[src/rtl/pipe_stage_reg.sv]
// Parametrised pipeline-stage register with valid/ready handshake, flush,
// stage-indexed stall and a saturating bubble counter. Define PIPE_SKID_BUF_EN
// to add a second (skid) entry and a registered in_ready.
module pipe_stage_reg #(
  parameter int DATA_W = 64,
  parameter int WE_W   = 3,
  parameter int STAGE  = 4,
  parameter int CNT_W  = 16
) (
  input  logic              clk,
  input  logic              resetn,
  input  logic [5:0]        stall,
  input  logic              flush,
  input  logic              in_valid,
  output logic              in_ready,
  input  logic [WE_W-1:0]   in_we,
  input  logic [DATA_W-1:0] in_data,
  output logic              out_valid,
  input  logic              out_ready,
  output logic [WE_W-1:0]   out_we,
  output logic [DATA_W-1:0] out_data,
  output logic [1:0]        occ,
  output logic [CNT_W-1:0]  bubble_cnt
);

  typedef struct packed {
    logic [WE_W-1:0]   we;
    logic [DATA_W-1:0] data;
  } entry_t;

  entry_t in_e;
  entry_t m_e;
  logic   m_v;
  logic   push;
  logic   pop;
  logic   stall_up;
  logic   stall_dn;

  assign in_e     = '{we: in_we, data: in_data};
  assign stall_up = stall[STAGE];
  assign stall_dn = stall[STAGE+1];

  assign push = in_valid & in_ready & ~stall_up & ~flush;
  assign pop  = m_v & out_ready & ~stall_dn;

`ifdef PIPE_SKID_BUF_EN
  entry_t s_e;
  logic   s_v;

  assign in_ready = ~s_v;
  assign occ      = {1'b0, m_v} + {1'b0, s_v};

  // NOTE: payload registers are reset too, since flush must zero them and
  // reset shares the same clear path; non-blocking assignments throughout.
  always_ff @(posedge clk) begin
    if (resetn || flush) begin
      m_v <= 1'b0;
      m_e <= '0;
      s_v <= 1'b0;
      s_e <= '0;
    end else if (m_v && s_v) begin
      if (pop) begin
        m_e <= s_e;
        s_v <= 1'b0;
      end
    end else if (m_v) begin
      if (push && pop) begin
        m_e <= in_e;
      end else if (push) begin
        s_v <= 1'b1;
        s_e <= in_e;
      end else if (pop) begin
        m_v <= 1'b0;
      end
    end else if (push) begin
      m_v <= 1'b1;
      m_e <= in_e;
    end
  end
`else
  assign in_ready = ~m_v | (out_ready & ~stall_dn);
  assign occ      = {1'b0, m_v};

  // NOTE: payload registers are reset too, since flush must zero them and
  // reset shares the same clear path; non-blocking assignments throughout.
  always_ff @(posedge clk) begin
    if (resetn || flush) begin
      m_v <= 1'b0;
      m_e <= '0;
    end else if (push) begin
      // A push while full only happens together with a pop (in_ready).
      m_v <= 1'b1;
      m_e <= in_e;
    end else if (pop) begin
      m_v <= 1'b0;
    end
  end
`endif

  // A drained head keeps its stale payload; mask so bubbles read as zero.
  assign out_valid = m_v;
  assign out_we    = m_v ? m_e.we   : '0;
  assign out_data  = m_v ? m_e.data : '0;

  always_ff @(posedge clk) begin
    if (resetn) begin
      bubble_cnt <= '0;
    end else if (!m_v && (bubble_cnt != {CNT_W{1'b1}})) begin
      bubble_cnt <= bubble_cnt + 1'b1;
    end
  end

  logic unused_stall;
  assign unused_stall = ^stall;

endmodule
[config.mk]
export PLATFORM = sky130hd
export DESIGN_NAME = pipe_stage_reg
export DESIGN_NICKNAME = d
export VERILOG_FILES = /design/src/rtl/pipe_stage_reg.sv
export SDC_FILE = /design/constraint.sdc
export NUM_CORES = 1
export LEC_CHECK = 0
export CORE_ASPECT_RATIO = 1.2
export CORE_MARGIN = 2
export CORE_UTILIZATION = 30
export DETAILED_ROUTE_END_ITERATION = 8
export SLEW_MARGIN = 10
export SYNTH_ARGS = -nofsm -noshare
export SYNTH_HDL_FRONTEND = slang
export SYNTH_SLANG_ARGS = --single-unit
[constraint.sdc]
create_clock -name clk -period 5 [get_ports clk]
set_input_delay 0.75 -clock clk [delete_from_list [all_inputs] [get_ports clk]]
set_output_delay 0.75 -clock clk [all_outputs]
set_load 0.02 [all_outputs]
==> results.md <==
- Outcome: finished clean
- Area Overhead vs Synth: 53.63%
- Cts bufs inserted: 9
- Clk root buf: clkbuf_16
- Synth area leaders: dfxtp_1 (46%), nand2_1 (14%), and2_1 (11%)
- Setup violations, final: 0
- Fmax: around 330 MHz
- Final antenna-violating net count: 0
- Hold/Removal Path Class: register to register
- Ratio of cells with drive above 1 in the final layout: 0.04878
- WL/cell: 13.88 µm
- Cts hold-fix bufs: 0
- Chip height: 124.9 µm
- Core Box Area: around 0.012 mm²
- FILL cells: around 1.2k
- ANT cells: 0
- Drt total wl: 10,770 µm
- Actual slew at the worst max-slew pin: 1.019 ns
- GP Congestion: between 0.8 and 0.9
- Slew Limit Fails: 0
- # IOs: 165
- Critical Setup Path Class: input port to output pin
- Total Power: 1397 µW
- Asr flop ratio synth: 0
- Leak Pwr: 0.001921 µW
- First-pass GRT wire length: 17,360 µm
- Final Hold Fails: 0
- Clock Latency Late Sink: 0.33 ns
- Reg2reg end: m_e[60]
- Die Wd: 104.8 µm
- Sequential area share after synthesis: 0.4600
- Critical Path End Type: output pin
- Synth top area share: 0.4600
- Pwr dens: 248.8 mW/mm²
- Reg2reg path depth: 6
- PortBufs: between 150 and 200
- GRT Residual Overflow: 0
- Synth unique cells: 42
- Min cycle time layout: 3.019 ns
- Clk_skew: 0.004754 ns
- Relative slew slack: 0.3180
- Vias in the first global route: ~3.6k
- Final period utilization: 0.6039
- Crit path max fanout: 3
- Initial Util: 0.3046
- Syn nets: 550
- DRT iter0 DRCs: 155
- Post-CTS sizing: 0
- Setup Buffers After CTS: 0
- Nets: 690
- VDD IR max: between 0.1 and 0.15 mV
- Drt pass-1 iters: 4
- WHS Path Cells: 2
- Post-Syn Area per Cell: 7.762 µm²
- R2r setup slk: about 2.1 ns
- Htree depth: 3
- Critical Path AT: about 2.3 ns
- # Max-Cap Violations: 0
- WP data required: 4.25 ns
- Setup total negative slack: 0 ns
- Gate Count Post-Synth: 471
- Clk sinks: 84
- HPWL after DPL: 7394 µm
- Gr usage total: 0.1630
- DR vias: 3,683
- Initial antenna violation count: 0
- Number of remaining DRC errors: 0
- Vias/cell: 4.746
- Crit start category: input port
- Row cnt: 44
- Mapped cell area: 0.003656 mm²
- Ys flop type: dfxtp_1
- Dpl cells: 761
- Die area: about 0.013 mm²
- Largest net degree at the start of global routing: 59
- Clk buf depth: 2
- Top cell type by total area after synthesis: dfxtp_1
- Number of synthesized flops with an enable pin: 0
- Non-Filler Instances: between 700 and 800
- Count leader, synth: nand2_1
- #FFs+latches synth: 84
- Reg2reg start: out_valid
- Hold endpoint: m_e[4]
- CTS tree: done
- Hold Crit Start: m_e[4]
- Warnings from Yosys: 0
- CTS clock-pin slew for the worst setup and hold paths: 0.06 ns
- Most instantiated cells after synthesis: nand2_1 (137), dfxtp_1 (84), a21oi_1 (74)
- RSZ-0062 raised after global routing: false
-- sequential cells by signal, indices dropped and copies added (netlist names) --
register and count:
out_valid 1, m_e 67, bubble_cnt 16
-- critical path, cell delays in order --
cell and delay [ns]:
clkdlybuf4s50_1 0.45, nor2b_1 0.29, nand2b_1 0.18, clkdlybuf4s50_1 0.61
-- cell usage in the layout, fill, tap and decap left out, types with 2 or more instances in the layout --
cell type	instances
and2_1	67
o21ai_0	6
buf_4	5
clkdlybuf4s50_1	159
clkbuf_16	9
nand2b_1	2
nand2_1	137
dfxtp_1	83
nor2_1	5
nor4_1	2
a31oi_1	3
nand4b_1	2
and4_1	3
inv_1	3
clkinvlp_4	2
a211oi_1	2
and3_1	3
or4_1	4
or3_1	2
xnor2_1	2
a21oi_1	74
o31ai_1	2
nor2b_1	5
nor3_1	2
nand3_1	6
clkinv_2	3
mux2_2	3
-- metal layers --
layer | share of wire | track usage | wire length (µm) | up-vias
met5 | 0 | 0 | 0 | -
met4 | 0.017 | 0.06353 | 187 | 0
met3 | 0.081 | 0.05683 | 870 | 14
met2 | 0.48 | 0.2701 | 5121 | 127
li1 | - | - | - | 1832
met1 | 0.43 | 0.1932 | 4590 | 1710
-- kinds of logic after synthesis --
logic type / share of synthesized area
AOI/OAI and AO/OA: 0.1335
xor gates and xnor gates: 0.004792
adders and majority gates: 0.003422
buffers and inverters: 0.04209
DFF: 0.4600
muxes: 0.009240
other: 0.001026
and+or+nand+nor: 0.3460
-- per-stage QoR --
| stage | cell area [µm²] | utilization | setup WS, ns | hold slack (ns) |
|---|---|---|---|---|
| CTS | 5617 | 0.4680 | 1.949 | 0.4507 |
| detailed placement | 5358 | 0.4464 | 1.849 | 0.4423 |
| global placement | 5358 | 0.4464 | 1.903 | 0.4373 |
| finish | 5617 | 0.4680 | 1.981 | 0.4489 |
| global route | 5617 | 0.4680 | 1.731 | 0.4686 |
| floorplan | 3656 | - | 2.980 | 0.4317 |
-- worst max-delay path by stage --
stage,slack (ns),end,cells past startpoint,start
global placement,1.90,out_valid,4,resetn
CTS,1.95,out_data[63],3,out_valid
global route,1.73,m_e[1],6,out_valid
detailed placement,1.85,m_e[10],6,in_valid
finish,1.98,in_ready,4,out_ready
floorplan,2.98,out_data[63],3,out_valid
-- power by group --
group	switching [µW]	total [µW]	internal, µW	leakage, µW
logic	55.3	125	69.8	0.00112
registers	6.97	686	679	0.000679
clock network	255	586	331	0.000124
total	317	1400	1080	0.00192
-- layout make-up --
| cell class | count | area (µm²) | share of cell area |
|---|---|---|---|
| Clock buffer | 10 | 229.0 | 0.04077 |
| Clock inverter | 5 | 30.03 | 0.005346 |
| Inverter | 3 | 11.26 | 0.002005 |
| Multi-Input combinational cell | 349 | 1833 | 0.3264 |
| Sequential cell | 84 | 1683 | 0.2996 |
| Tap cell | 161 | 201.4 | 0.03587 |
| Timing Repair Buffer | 164 | 1629 | 0.2900 |
Note: power is estimated with default switching activity, not from simulation.
